<file path="src/rtl/uart_bus_slave_pkg.sv">
// Shared types for the memory-mapped UART slave.
// Status bit positions, FSM states and bus bundles.
package uart_bus_slave_pkg;

  localparam int RX_VALID_BIT     = 8;
  localparam int RX_OVERRUN_BIT   = 9;
  localparam int TX_FULL_BIT      = 10;
  localparam int TX_IDLE_BIT      = 11;
  localparam int TX_DROPPED_BIT   = 12;
  localparam int RX_FRAME_ERR_BIT = 13;

  typedef enum logic [1:0] {
    TX_IDLE  = 2'd0,
    TX_START = 2'd1,
    TX_DATA  = 2'd2,
    TX_STOP  = 2'd3
  } tx_state_t;

  typedef enum logic [1:0] {
    RX_IDLE  = 2'd0,
    RX_START = 2'd1,
    RX_DATA  = 2'd2,
    RX_STOP  = 2'd3
  } rx_state_t;

  typedef struct packed {
    logic [31:0] address;
    logic        mem_read;
    logic        mem_write;
    logic [3:0]  mask_byte;
    logic [31:0] write_data;
  } mem_cmd_t;

  typedef struct packed {
    logic [31:0] read_data;
  } mem_res_t;

  function automatic logic [31:0] status_word(
    input logic [7:0] rx_data,
    input logic       rx_valid,
    input logic       rx_overrun,
    input logic       tx_full,
    input logic       tx_idle,
    input logic       tx_dropped,
    input logic       rx_frame_err
  );
    return {18'd0, rx_frame_err, tx_dropped,
            tx_idle, tx_full, rx_overrun,
            rx_valid, rx_data};
  endfunction

endpackage

</file>
<file path="src/rtl/uart_bus_slave_if.sv">
// Memory bus port bundle for the UART window.
// Master drives the command, slave returns the result.
interface uart_bus_slave_if;
  import uart_bus_slave_pkg::*;

  mem_cmd_t membuscmd;
  mem_res_t membusres;

  modport master (
    output membuscmd,
    input  membusres
  );

  modport slave (
    input  membuscmd,
    output membusres
  );

endinterface

</file>
<file path="src/rtl/uart_bus_slave_fifo.sv">
// Small synchronous FIFO, head shown on dout.
// Push when full and pop when empty are ignored.
module sync_fifo #(
  parameter int WIDTH = 8,
  parameter int DEPTH = 8
) (
  input  logic             clk,
  input  logic             rst,
  input  logic             push,
  input  logic [WIDTH-1:0] din,
  input  logic             pop,
  output logic [WIDTH-1:0] dout,
  output logic             full,
  output logic             empty
);

  localparam int AW = $clog2(DEPTH);

  logic [WIDTH-1:0] mem [DEPTH];
  logic [AW:0]      wr_ptr;
  logic [AW:0]      rd_ptr;
  logic             do_push;
  logic             do_pop;

  assign empty = (wr_ptr == rd_ptr);
  assign full  = (wr_ptr[AW] != rd_ptr[AW]) &&
                 (wr_ptr[AW-1:0] == rd_ptr[AW-1:0]);

  assign do_push = push && !full;
  assign do_pop  = pop && !empty;
  assign dout    = mem[rd_ptr[AW-1:0]];

  // Pointer update; the extra MSB tells full from empty.
  always_ff @(posedge clk or posedge rst) begin
    if (rst) begin
      wr_ptr <= '0;
      rd_ptr <= '0;
    end else begin
      if (do_push) wr_ptr <= wr_ptr + (AW+1)'(1);
      if (do_pop)  rd_ptr <= rd_ptr + (AW+1)'(1);
    end
  end

  // Storage write.
  always_ff @(posedge clk) begin
    if (do_push) mem[wr_ptr[AW-1:0]] <= din;
  end

endmodule

</file>
<file path="src/rtl/uart_bus_slave.sv">
// Memory-mapped 8N1 UART: TX FIFO + shifter, RX sampler,
// one-byte RX holding register and W1C status flags.
module uart_bus_slave
  import uart_bus_slave_pkg::*;
#(
  parameter int CLKS_PER_BIT  = 434,
  parameter int TX_FIFO_DEPTH = 8
) (
  input  logic               clk,
  input  logic               rst,
  uart_bus_slave_if.slave    bus,
  output logic               tx_o,
  input  logic               rx_i,
  output logic               irq_o
);

  localparam int CW = $clog2(CLKS_PER_BIT);
  localparam logic [CW-1:0] CNT_MAX  = CW'(CLKS_PER_BIT - 1);
  localparam logic [CW-1:0] CNT_HALF = CW'(CLKS_PER_BIT / 2);

  mem_cmd_t cmd;
  assign cmd = bus.membuscmd;

  logic wr_byte;
  logic w1c;
  logic rd_pop;

  logic       fifo_pop;
  logic [7:0] fifo_dout;
  logic       fifo_full;
  logic       fifo_empty;

  tx_state_t     tx_state;
  logic [CW-1:0] tx_cnt;
  logic [2:0]    tx_idx;
  logic [7:0]    tx_sh;
  logic          tx_cnt_end;
  logic          tx_bit;
  logic          tx_idle;

  logic          rx_s1;
  logic          rx_s2;
  logic          rx_prev;
  rx_state_t     rx_state;
  logic [CW-1:0] rx_cnt;
  logic [2:0]    rx_idx;
  logic [7:0]    rx_sh;
  logic          rx_cnt_end;
  logic          rx_half;
  logic          rx_stop_hit;
  logic          rx_stop_ok;
  logic          rx_stop_bad;

  logic [7:0] rx_data;
  logic       rx_valid;
  logic       rx_overrun;
  logic       tx_dropped;
  logic       rx_frame_err;

  logic unused_cmd_bits;
  assign unused_cmd_bits = ^{cmd.address,
                             cmd.write_data[31:14],
                             cmd.write_data[11:10],
                             cmd.write_data[8],
                             cmd.mask_byte[3:2]};

  assign wr_byte = cmd.mem_write && cmd.mask_byte[0];
  assign w1c     = cmd.mem_write && cmd.mask_byte[1];
  assign rd_pop  = cmd.mem_read && cmd.mask_byte[0] && rx_valid;

  sync_fifo #(
    .WIDTH (8),
    .DEPTH (TX_FIFO_DEPTH)
  ) u_tx_fifo (
    .clk   (clk),
    .rst   (rst),
    .push  (wr_byte),
    .din   (cmd.write_data[7:0]),
    .pop   (fifo_pop),
    .dout  (fifo_dout),
    .full  (fifo_full),
    .empty (fifo_empty)
  );

  assign tx_cnt_end = (tx_cnt == CNT_MAX);
  assign fifo_pop   = !fifo_empty &&
                      ((tx_state == TX_IDLE) ||
                       ((tx_state == TX_STOP) && tx_cnt_end));
  assign tx_idle    = fifo_empty && (tx_state == TX_IDLE);
  assign tx_bit     = (tx_state == TX_START) ? 1'b0 :
                      (tx_state == TX_DATA)  ? tx_sh[0] : 1'b1;

  // TX shifter: back-to-back frames when the FIFO refills.
  always_ff @(posedge clk or posedge rst) begin
    if (rst) begin
      tx_state <= TX_IDLE;
      tx_cnt   <= '0;
      tx_idx   <= '0;
      tx_sh    <= '0;
    end else begin
      case (tx_state)
        TX_IDLE: begin
          if (fifo_pop) begin
            tx_sh    <= fifo_dout;
            tx_cnt   <= '0;
            tx_state <= TX_START;
          end
        end
        TX_START: begin
          if (tx_cnt_end) begin
            tx_cnt   <= '0;
            tx_idx   <= '0;
            tx_state <= TX_DATA;
          end else begin
            tx_cnt <= tx_cnt + CW'(1);
          end
        end
        TX_DATA: begin
          if (tx_cnt_end) begin
            tx_cnt <= '0;
            tx_sh  <= {1'b0, tx_sh[7:1]};
            if (tx_idx == 3'd7) tx_state <= TX_STOP;
            else tx_idx <= tx_idx + 3'd1;
          end else begin
            tx_cnt <= tx_cnt + CW'(1);
          end
        end
        default: begin
          if (tx_cnt_end) begin
            tx_cnt <= '0;
            if (fifo_pop) begin
              tx_sh    <= fifo_dout;
              tx_state <= TX_START;
            end else begin
              tx_state <= TX_IDLE;
            end
          end else begin
            tx_cnt <= tx_cnt + CW'(1);
          end
        end
      endcase
    end
  end

  // Registered serial output, glitch-free, idle high.
  always_ff @(posedge clk or posedge rst) begin
    if (rst) tx_o <= 1'b1;
    else     tx_o <= tx_bit;
  end

  // Two-flop synchroniser plus a delay flop for edge detect.
  always_ff @(posedge clk or posedge rst) begin
    if (rst) begin
      rx_s1   <= 1'b1;
      rx_s2   <= 1'b1;
      rx_prev <= 1'b1;
    end else begin
      rx_s1   <= rx_i;
      rx_s2   <= rx_s1;
      rx_prev <= rx_s2;
    end
  end

  assign rx_cnt_end  = (rx_cnt == CNT_MAX);
  assign rx_half     = (rx_cnt == CNT_HALF);
  assign rx_stop_hit = (rx_state == RX_STOP) && rx_cnt_end;
  assign rx_stop_ok  = rx_stop_hit && rx_s2;
  assign rx_stop_bad = rx_stop_hit && !rx_s2;

  // RX sampler: start check at half bit, then bit centres.
  always_ff @(posedge clk or posedge rst) begin
    if (rst) begin
      rx_state <= RX_IDLE;
      rx_cnt   <= '0;
      rx_idx   <= '0;
      rx_sh    <= '0;
    end else begin
      case (rx_state)
        RX_IDLE: begin
          if (rx_prev && !rx_s2) begin
            rx_cnt   <= '0;
            rx_state <= RX_START;
          end
        end
        RX_START: begin
          if (rx_half) begin
            rx_cnt <= '0;
            rx_idx <= '0;
            if (rx_s2) rx_state <= RX_IDLE;
            else       rx_state <= RX_DATA;
          end else begin
            rx_cnt <= rx_cnt + CW'(1);
          end
        end
        RX_DATA: begin
          if (rx_cnt_end) begin
            rx_cnt <= '0;
            rx_sh  <= {rx_s2, rx_sh[7:1]};
            if (rx_idx == 3'd7) rx_state <= RX_STOP;
            else rx_idx <= rx_idx + 3'd1;
          end else begin
            rx_cnt <= rx_cnt + CW'(1);
          end
        end
        default: begin
          if (rx_cnt_end) begin
            rx_cnt   <= '0;
            rx_state <= RX_IDLE;
          end else begin
            rx_cnt <= rx_cnt + CW'(1);
          end
        end
      endcase
    end
  end

  // Holding register and sticky flags; a set beats a W1C.
  always_ff @(posedge clk or posedge rst) begin
    if (rst) begin
      rx_data      <= '0;
      rx_valid     <= 1'b0;
      rx_overrun   <= 1'b0;
      tx_dropped   <= 1'b0;
      rx_frame_err <= 1'b0;
    end else begin
      if (rx_stop_ok) begin
        rx_data  <= rx_sh;
        rx_valid <= 1'b1;
      end else if (rd_pop) begin
        rx_valid <= 1'b0;
      end

      if (rx_stop_ok && rx_valid && !rd_pop)
        rx_overrun <= 1'b1;
      else if (w1c && cmd.write_data[RX_OVERRUN_BIT])
        rx_overrun <= 1'b0;

      if (wr_byte && fifo_full)
        tx_dropped <= 1'b1;
      else if (w1c && cmd.write_data[TX_DROPPED_BIT])
        tx_dropped <= 1'b0;

      if (rx_stop_bad)
        rx_frame_err <= 1'b1;
      else if (w1c && cmd.write_data[RX_FRAME_ERR_BIT])
        rx_frame_err <= 1'b0;
    end
  end

  assign bus.membusres.read_data = status_word(
    rx_data, rx_valid, rx_overrun, fifo_full,
    tx_idle, tx_dropped, rx_frame_err);

  assign irq_o = rx_valid;

endmodule
</file>
<file path="src/flat_wrapper.sv">
// flat-port wrapper written by rule: the top's interface ports become plain ports
module uart_bus_slave_flat import uart_bus_slave_pkg::*;
#(
  parameter int CLKS_PER_BIT  = 434,
  parameter int TX_FIFO_DEPTH = 8
)
  (clk, rst, tx_o, rx_i, irq_o, bus_membuscmd, bus_membusres);
  uart_bus_slave_if bus_i ();
  input  logic clk;
  input  logic rst;
  output logic tx_o;
  input  logic rx_i;
  output logic irq_o;
  input wire logic [$bits(bus_i.membuscmd)-1:0] bus_membuscmd;
  output wire logic [$bits(bus_i.membusres)-1:0] bus_membusres;
  assign bus_i.membuscmd = bus_membuscmd;
  assign bus_membusres = bus_i.membusres;
  uart_bus_slave #(.CLKS_PER_BIT(CLKS_PER_BIT), .TX_FIFO_DEPTH(TX_FIFO_DEPTH)) u_core (.clk(clk), .rst(rst), .bus(bus_i), .tx_o(tx_o), .rx_i(rx_i), .irq_o(irq_o));
endmodule
</file>
<file path="config.mk">
export PLATFORM = sky130hd
export DESIGN_NAME = uart_bus_slave_flat
export DESIGN_NICKNAME = d
export VERILOG_FILES = /design/src/rtl/uart_bus_slave_pkg.sv /design/src/rtl/uart_bus_slave_if.sv /design/src/rtl/uart_bus_slave_fifo.sv /design/src/rtl/uart_bus_slave.sv /design/src/flat_wrapper.sv
export SDC_FILE = /design/constraint.sdc
export NUM_CORES = 1
export LEC_CHECK = 0
export ABC_AREA = 1
export CAP_MARGIN = 20
export CORE_MARGIN = 5
export CORE_UTILIZATION = 35
export CTS_CLUSTER_SIZE = 16
export DETAILED_ROUTE_END_ITERATION = 10
export HOLD_SLACK_MARGIN = 0.02
export PLACE_DENSITY = 0.59
export SYNTH_ARGS = -nofsm -noshare
export SYNTH_HDL_FRONTEND = slang
export SYNTH_SLANG_ARGS = --single-unit
</file>
<file path="constraint.sdc">
create_clock -name clk -period 2.5 [get_ports clk]
set_input_delay 0.5 -clock clk [delete_from_list [all_inputs] [get_ports clk]]
set_output_delay 0.5 -clock clk [all_outputs]
set_load 0.05 [all_outputs]
</file>
==> results.md <==
Placement:
- The detailed-placement wirelength estimate is 8.14 mm.
- The number of buffers inserted by port buffering is 33.
- The instance count after placement with tap cells included is around 960.
- Once placement finished, the instance area stood at 6850 um2.
- The global placer's final weighted congestion is 0.784.

Timing:
- The count of final hold-check violations was 0.
- Setup repair after global routing left no endpoint under its margin.
- Measured against its own limit, the worst slew margin works out to just under 60%.
- The post-route clock skew is 7.14 ps.
- The slew at the pin closest to its max-slew limit is 622 ps.
- Setup violations remaining at the end of the flow were counted as 0.
- The number of pins exceeding their max-slew limit in the final report is 0.
- For the finished layout, the period the worst path requires is 2230 ps.
- The setup TNS is 0 ps.
- The timing-limited maximum frequency is between 400 and 500 MHz.
- The final period utilization is 89.1%.

Drt:
- In the routed design, unresolved DRC markers number 0.
- In the final routed layout, each cell accounts on average for 12.2 um.
- The number of nets with antenna violations after detailed routing is 0.
- In this run, the number of DRC markers left after iteration 0 of detailed routing was 356.
- The total vias in the final route is 4372.
- Wires add up to 12.0 mm.
- The number of vias per cell after detailed routing is 4.43.
- Before antenna repair, the detailed router went through 4 iterations.

Synth:
- Synthesis produced around 700 cells.
- The Yosys step of the flow raised 0 warnings.
- The sequential-to-total area share from yosys stat is 57.7%.
- The complex-gate fraction of the synthesized area is 5.03%.
- The most area-hungry cell type in the Yosys netlist is edfxtp_1.
- After synthesis, the cell types taking the most area are edfxtp_1 (31%), dfrtp_1 (25%), nand2_1 (12%).
- The count of unique library cells instantiated by Yosys is 33.
- The fraction of synthesized area in multiplexers is 0%.
- By area, the combinational part of the netlist is dominated by simple AND/OR/NAND/NOR gates.
- The synthesized design devotes to its leading area cell type roughly 31% of total area.
- In this run the cell area of the synthesized design comes to approximately 6300 um2.
- The synthesized netlist devotes ~2.8% of its cell area to adder and majority cells.
- A synthesized cell averages ~9 um2.
- The number of storage elements in the synthesis netlist is 132.
- The post-synthesis xor/xnor area fraction is less than 1%.
- Of the total synthesized cell area, the portion taken by AND, OR, NAND and NOR gates is approximately a quarter.

CTS:
- The clock tree synthesis step divided the H-tree into 4 levels.
- TritonCTS built the clock tree.
- Once the clock tree was built, the setup fixing pass inserted 0 buffers.
- The later pin in the worst-skew pair is clocked with a latency of 420 ps.
- The number of sinks on the clock net is 132.
- TritonCTS created 17 clock buffers.
- After clock tree synthesis, the clock-pin slew on the worst setup and hold paths is 60 ps.
- After clock tree synthesis, the repair step resized 0 gates.
- No sink is reached through more buffers than the 2 on the longest clock path.
- The number of hold-repair buffers added at the cts stage is 0.
- CTS placed an instance of clkbuf_16 at the clock tree root.

Worst setup path:
- The startpoint-to-endpoint class of the critical path is reg -> out.
- The endpoint class of the critical path is an output port.
- The length in cells of the worst reg-to-reg path is 8.
- The top cell family by delay on the critical path is buffers and inverters.
- On the worst path, the slowest cell contributes a delay of 800 ps.
- The critical path's slowest cell is clkdlybuf4s50_1.
- The maximum fanout count along the critical path is 1.
- Counting both buffers and inverters, the worst setup path holds a total of 1.
- The critical path goes through clkdlybuf4s50_1.
- The slack of the worst reg-to-reg path is between 500 and 600 ps.
- The data required time of the critical path is 2000 ps.
- Data on the critical path arrives at its endpoint at 1730 ps.
- The terminus of the critical flop-to-flop path is u_core.tx_sh[3]$_DFFE_PP0P_.
- The type of origin of the critical path is a flip-flop.
- The startpoint identified for the worst register-to-register timing path is u_core.tx_state[0]$_DFFE_PP0P_.

Cells and area:
- The final core utilization is 41.9%.
- Summing all multi-input logic gate instances after layout gives 2110 um2.
- For this run, the number of standard cells in the final layout without fillers is just under 1000.
- In the final layout, the share of cells above drive strength 1 is about 8.4%.
- The cell area after layout is 7470 um2.
- The area growth from synthesis to layout is 18.8%.
- Counting the fill cells in the layout gives 1702.
- The count of nets after finishing is ~830.
- The area of all sequential standard cells is 3630 um2.
- The number of antenna repair diodes is 0.

Run:
- Max-cap violations in this run came to 0.

Hold path:
- The cell depth of the worst hold path is 0.
- The worst min-delay path endpoint is u_core.rx_s2$_DFF_PP1_.
- The launch instance of the worst min-delay path is u_core.rx_s1$_DFF_PP1_.
- The worst hold path belongs to the class reg -> reg.

Global routing:
- The via count of the first global-routing pass came to roughly 4200.
- Entering global routing, the biggest net connects 35 pins.
- Global routing used 12.5% of the available tracks across all layers.
- The number of antenna violations at the first check in global routing is 0.
- Summed over all layers, the global routing overflow is 0.
- The first global-routing pass estimated slightly above 20 mm of wire.

Power:
- The cell leakage power is 3.49 nW.
- VDD sags by at most 443 uV.
- Power spread over the standard cell area amounts to 774 nW/um2.

Floorplanning:
- Measured along the y axis, the die boundary spans 144 um.
- The site row count is between 40 and 50.
- The full die area is 20800 um2.
- The core box area is approximately 18000 um2.
- The width of the die is 144 um.
- The initial utilization of the core area, before any placement, comes to about a third.
- The count of boundary I/O pins is 107.

Status:
- The flow ran to the end, and the final reports show no timing, DRC or antenna violations.
## through the flow
step                      hold slack, ps  setup slack (ps)  total power [mW]
after floorplan                      345               295              3.12
after global placement               346               345              3.30
after detailed placement             349               342              3.30
after CTS                            358               242              5.86
after global routing                 363               118              6.07
final                                356               272              5.78
## power breakdown
| group | internal [mW] | switching (mW) | total (mW) |
|---|---|---|---|
| clock network | 1.61 | 0.923 | 2.53 |
| logic | 0.214 | 0.493 | 0.706 |
| registers | 2.44 | 0.111 | 2.55 |
## Yosys cell counts (all sizes together)
cell and count:
a21oi 7, buf 35, clkbuf 2, clkinv 1, conb 1, dfrtp 64
dfstp 4, edfxtp 64, ha 14, inv 93, nand2 207, nand3 63
nand4 7, nor2 72, nor3 7, o211ai 1, o21ai 42, o21bai 2
o22ai 3, o31ai 2, or2 1, xnor2 1, xor2 6
## kinds of logic (layout without fill, tap and decap cells)
family / after synthesis / count (layout)
AO/OA/AOI/OAI: 57 / 57
AND/OR/NAND/NOR: 357 / 357
other: 1 / 18
adder cells (fa/ha/maj): 14 / 14
flip-flops: 132 / 132
buffers and inverters: 131 / 174
XOR/XNOR: 7 / 7
## state kept, by name (all words and copies together) (netlist names), 2 cells and up
register                 flops
u_core.tx_idx                3
u_core.tx_sh                 8
u_core.u_tx_fifo.rd_ptr      4
u_core.rx_sh                 8
u_core.rx_data               8
u_core.u_tx_fifo.mem        64
u_core.rx_cnt                9
u_core.tx_state              2
u_core.rx_state              2
u_core.u_tx_fifo.wr_ptr      4
u_core.tx_cnt                9
u_core.rx_idx                3
## final cells by class
type	instances	area share, %
inverters	94	4.72
repair buffers	48	6.36
clock inverters	9	1.17
flip-flops and latches	132	48.5
clock buffers	23	7.13
well taps	229	3.83
multi-input cells	453	28.2
## layer usage
layer  vias to the layer above  share of wire [%]  GRT usage (%)  wire length (um)
li1                       2289                  -              -                 -
met1                      1989                 46           15.9              5480
met2                        76                 48           20.5              5770
met3                        18                4.5           3.08               545
met4                         0                1.7           4.91               209
met5                         -                  0              0                 0
## placed cells by master, fill, tap and decap left out, types with 4 or more instances in the layout
cell type / n
ha_1: 14
edfxtp_1: 64
nand3_1: 63
a21oi_1: 6
xor2_1: 6
nand4_1: 6
dfrtp_1: 64
nor2_1: 71
inv_2: 4
nor3_1: 7
conb_1: 18
o21ai_0: 38
clkdlybuf4s50_1: 31
nand2_1: 203
clkbuf_16: 21
dfstp_2: 4
inv_1: 89
buf_4: 14
## worst max-delay path by stage
stage	from	end	slack (ps)	depth (start not counted)
2_1_floorplan	rst	u_core.irq_o$_DFFE_PP0P_	300	1
3_3_place_gp	bus_membuscmd[36]	u_core.u_tx_fifo.mem[2][4]$_DFFE_PP_	340	8
3_5_place_dp	bus_membuscmd[36]	u_core.u_tx_fifo.mem[2][4]$_DFFE_PP_	340	8
4_1_cts	u_core.u_tx_fifo.rd_ptr[1]$_DFFE_PP0P_	bus_membusres[11]	240	5
5_1_grt	u_core.u_tx_fifo.wr_ptr[2]$_DFFE_PP0P_	bus_membusres[11]	120	7
6_report	u_core.tx_o$_DFF_PP1_	tx_o	270	1
Power figures use the tool's default switching activity.
==> variant 1, RTL diff (same flow settings) <==
Encoding of `rx_state_t`: now one-hot (4 bits for 4 states).
--- a/src/rtl/uart_bus_slave_pkg.sv
+++ b/src/rtl/uart_bus_slave_pkg.sv
@@ -16,11 +16,11 @@
     TX_STOP  = 2'd3
   } tx_state_t;
 
-  typedef enum logic [1:0] {
-    RX_IDLE  = 2'd0,
-    RX_START = 2'd1,
-    RX_DATA  = 2'd2,
-    RX_STOP  = 2'd3
+  typedef enum logic [3:0] {
+    RX_IDLE  = 4'b0001,
+    RX_START = 4'b0010,
+    RX_DATA  = 4'b0100,
+    RX_STOP  = 4'b1000
   } rx_state_t;
 
   typedef struct packed {
Formal check against the unedited RTL: same outputs for any inputs over 10 cycles, from zero or initial values and one cycle with rst high; not proved beyond that.
==> variant 1 against the unedited design <==
- area after synthesis increased by 3.3%
- utilization grew 0.39 points
- sequential power decreased by 3%
- count of clock-buffer cells in the layout did not move
- sequential cell count rose by 2
- final cell count increased by 2.8%
- hold slack better by 0.0067 ns
- setup slack got worse by 0.042 ns
- routed wire length is 5.0% higher
- total power down 5.4%
- design area increased by 2.7%
- largest power group is now the clock network
==> variant 1: results <==
[status]
outcome = "complete, no violations"

[power_and_ir_drop]
vdd_drop_max_uv = 444
power.internal_mw = 4.22
switching_share_pct = 22.9
p_leak_nw = 3.59

[routing]
wl_per_cell_um = 12.4
drt-initial-drc-count = 317
vias = 4567
finalWirelength_mm = 12.6

[logic_synthesis]
synthArstFlopShare_pct = 52.2
ys_types = 36
synthTopCellsByArea = "edfxtp_1 30%, dfrtp_1 25%, nand2_1 13%, nand3_1 5.2%, inv_1 4.9%"
yosysSeqAreaShare_pct = 56.6
avgSynthCellArea_um2 = 8.95
synth_ff_type = "dfrtp_1"

[placed_design]
dp_slack_ns = 0.348
dpl-instance-area_um2 = 7070
io_buffers = 33
gp_congestion = 0.810
hpwlAfterDp_mm = 8.48
dp.cells = 984

[worst_setup_path]
arrival_ns = 1.77
worstPathBufferInverterCount = 3
path_max_fanout = 6
slowest_stage = "dfrtp_1"
slowest_delay_ns = 0.44

[global_route]
grt_max_degree = 71
grt_use_total_pct = 12.5

[layout]
nets = 862

[sta]
skew_ns = 0.00940
timing.slew.headroom_pct = 62.4

[cts]
cts.repair.resized = 0
## variant 1: worst register-to-register path: stages (launching register included)
cell and delay (ns):
dfrtp_1 0.44, inv_1 0.14, nand2_1 0.07, nand2_1 0.08
nor2_2 0.06, nand3_1 0.13, nand2_1 0.15, or2_4 0.28
nor2_1 0.10, buf_4 0.19
## variant 1: area by class of cell
class,count,area (um^2)
fillers,1764,10500
flip-flops and latches,134,3680
multi-input cells,485,2300
repair buffers,49,483
clock buffers,23,448
inverters,87,327
well taps,229,287
clock inverters,9,151
## variant 1: path summary, 6_finish.rpt
check / startpoint / endpoint / slack (ns) / cells past startpoint
setup reg to reg: u_core.u_tx_fifo.wr_ptr[1] / u_core.u_tx_fifo.mem[0][1] / 0.58 / 9
setup / recovery: u_core.u_tx_fifo.wr_ptr[1] / bus_membusres[11] / 0.23 / 7
max in group asynchronous: rst / u_core.rx_s1 / 1.69 / 3
hold / removal: u_core.rx_s1 / u_core.rx_s2 / 0.36 / 0
min in group asynchronous: rst / u_core.rx_overrun / 0.48 / 3
hold reg to reg: u_core.rx_s1 / u_core.rx_s2 / 0.36 / 0
## variant 1: logic make-up (layout without fill, tap and decap cells)
logic type | Yosys count | in the layout | synth area share (%)
compound gates | 48 | 48 | 4.39
xor+xnor | 10 | 10 | 1.35
fa+ha+maj | 15 | 15 | 2.89
buf+inv | 124 | 168 | 8.96
flops | 134 | 134 | 56.6
other cells | 1 | 18 | 0.0577
simple gates | 394 | 394 | 25.7
## variant 1: routing by layer
layer / share of wire, % / global-route usage, % / vias to the layer above / routed length [um]
met3: 3.4 / 3.13 / 19 / 427
met4: 1.5 / 4.99 / 0 / 191
met5: 0 / 0 / - / 0
met2: 49 / 20.3 / 70 / 6120
li1: - / - / 2382 / -
met1: 47 / 16.1 / 2096 / 5870
==> variant 2, RTL diff (same flow settings) <==
Made on the original files. `TX_FIFO_DEPTH` is set to 8 in 2 places; all go to 16.
--- a/src/rtl/uart_bus_slave.sv
+++ b/src/rtl/uart_bus_slave.sv
@@ -4,7 +4,7 @@
   import uart_bus_slave_pkg::*;
 #(
   parameter int CLKS_PER_BIT  = 434,
-  parameter int TX_FIFO_DEPTH = 8
+  parameter int TX_FIFO_DEPTH = 16
 ) (
   input  logic               clk,
   input  logic               rst,
--- a/src/flat_wrapper.sv
+++ b/src/flat_wrapper.sv
@@ -2,7 +2,7 @@
 module uart_bus_slave_flat import uart_bus_slave_pkg::*;
 #(
   parameter int CLKS_PER_BIT  = 434,
-  parameter int TX_FIFO_DEPTH = 8
+  parameter int TX_FIFO_DEPTH = 16
 )
   (clk, rst, tx_o, rx_i, irq_o, bus_membuscmd, bus_membusres);
   uart_bus_slave_if bus_i ();
Check against the original RTL: not equivalent (a bounded check fails within 10 cycles, from zero or initial values and one cycle with rst high).
==> variant 2 against the unedited design <==
- design area is 40% higher
- sequential cell count up 66
- clock skew increased by 0.0053 ns
- total power up 32%
- routed wire length rose by 53%
- area after synthesis up 44%
- sequential power up 49%
- setup slack worse by 0.082 ns
==> variant 2: results <==
[logic_synthesis]
yosys_warnings = 0
synthTopCellsByArea = "edfxtp_1 42%, dfrtp_1 18%, nand2_1 11%, nand3_1 4.5%, inv_1 3.0%"
synthArstFlopShare_pct = 35.4
yosysSeqAreaShare_pct = 61.7
ys_types = 41
synth_edf_count = 128
synthTopCellsByCount = "269 x nand2_1, 128 x edfxtp_1, 81 x nand3_1, 72 x inv_1, 67 x nor2_1"
synthCells = 921

[global_route]
grt_pass1_vias = 6017
grt_pass1_wl_mm = 30.4
grt_use_total_pct = 13.2
grt_max_degree = 67
grt_antenna_before_repair = 0

[sta]
timing.slew.headroom_pct = 46.4
skew_ns = 0.0124

[layout]
diodes = 0
fill_cells = 2450
drive_gt1_share_pct = 11.0
nets = 1058
largest_register_ff_count = 128

[placed_design]
dp.cells = 1283
gp_congestion = 0.825
hpwlAfterDp_mm = 12.2
dpl-instance-area_um2 = 9840
io_buffers = 33
dp_slack_ns = 0.0306

[cts]
clockBufferDepth = 2
cts-htree-levels = 4
numCtsBuffers = 17
clkLatencyLatePin_ns = 0.43
clk_pin_slew_ns = 0.08
cts.repair.resized = 0

[power_and_ir_drop]
p_leak_nw = 4.28
power.internal_mw = 5.60
vdd_drop_max_uv = 415

[routing]
vias = 6144
finalWirelength_mm = 18.3
firstDrtPassIters = 5
wl_per_cell_um = 13.9
drt-initial-drc-count = 408

[worst_setup_path]
worstSetupPathType = "register to output pin"
slowest_delay_ns = 0.41
path_max_fanout = 5
r2r-start = "u_core.u_tx_fifo.wr_ptr[0]"
slowest_stage = "dfrtp_1"
arrival_ns = 1.81

[hold_path]
hold_start = "u_core.rx_s1"
hold_class = "register to register"

[status]
outcome = "complete, no violations"
==> variant 2: cell types whose count changed in the layout (fill, tap and decap cells not counted), moves of 9 or more <==
cell | before | now
nand3_1 | 63 | 81
a21oi_1 | 6 | 17
edfxtp_1 | 64 | 128
o21ai_1 | 3 | 14
inv_2 | 4 | 13
inv_1 | 89 | 71
nand4_1 | 6 | 15
nand2_1 | 203 | 269
buf_4 | 14 | 24
==> variant 2: path summary, 6_finish.rpt <==
path | end | slack [ns] | cells after the start
min | u_core.rx_s2 | 0.36 | 0
min in group asynchronous | u_core.rx_overrun | 0.41 | 2
max reg2reg | u_core.u_tx_fifo.mem[6][2] | 0.25 | 10
min reg2reg | u_core.rx_s2 | 0.36 | 0
max in group asynchronous | u_core.tx_o | 1.52 | 3
max | bus_membusres[10] | 0.19 | 9
==> variant 2: kinds of logic (layout without fill, tap and decap cells) <==
group           after synthesis  in the layout  share of synthesized area [%]
simple gates                470            470                           22.5
flops                       198            198                           61.7
buf+inv                     135            177                           6.82
compound gates               87             87                           5.32
fa+ha+maj                    18             18                           2.48
xor+xnor                     11             11                           1.06
other cells                   1             18                         0.0413
mux                           1              1                          0.124
==> variant 2: layout make-up <==
type | count | area [um^2] | area share [%]
Tap cell | 335 | 419 | 4.00
Timing Repair Buffer | 59 | 571 | 5.44
Clock inverter | 15 | 211 | 2.02
Inverter | 86 | 325 | 3.10
Sequential cell | 198 | 5600 | 53.5
Multi-Input combinational cell | 605 | 2930 | 27.9
Clock buffer | 17 | 425 | 4.06
==> variant 2: metal layers <==
| metal | share of wire [%] | GRT usage (%) | routed length, um | up-vias |
|---|---|---|---|---|
| li1 | - | - | - | 3099 |
| met1 | 43 | 16.6 | 7970 | 2918 |
| met2 | 52 | 23.3 | 9510 | 98 |
| met3 | 2.7 | 1.55 | 500 | 29 |
| met4 | 1.9 | 5.03 | 352 | 0 |
| met5 | 0 | 0 | 0 | - |
==> variant 2: power by group through the flow <==
stage / Combinational (mW) / Clock, mW / Sequential (mW)
CTS: 0.976 / 2.97 / 3.80
global route: 1.09 / 3.10 / 3.82
global placement: 0.959 / 0 / 3.87
detailed placement: 0.973 / 0 / 3.87
floorplan: 0.698 / 0 / 3.84
finish: 0.960 / 2.90 / 3.80
==> variant 2: worst max-delay path: cells and delay by family, from the launching register on <==
family	cells	cell delay [ns]
DFF	1	0.41
buffers and inverters	4	0.47
and+or+nand+nor	5	0.49
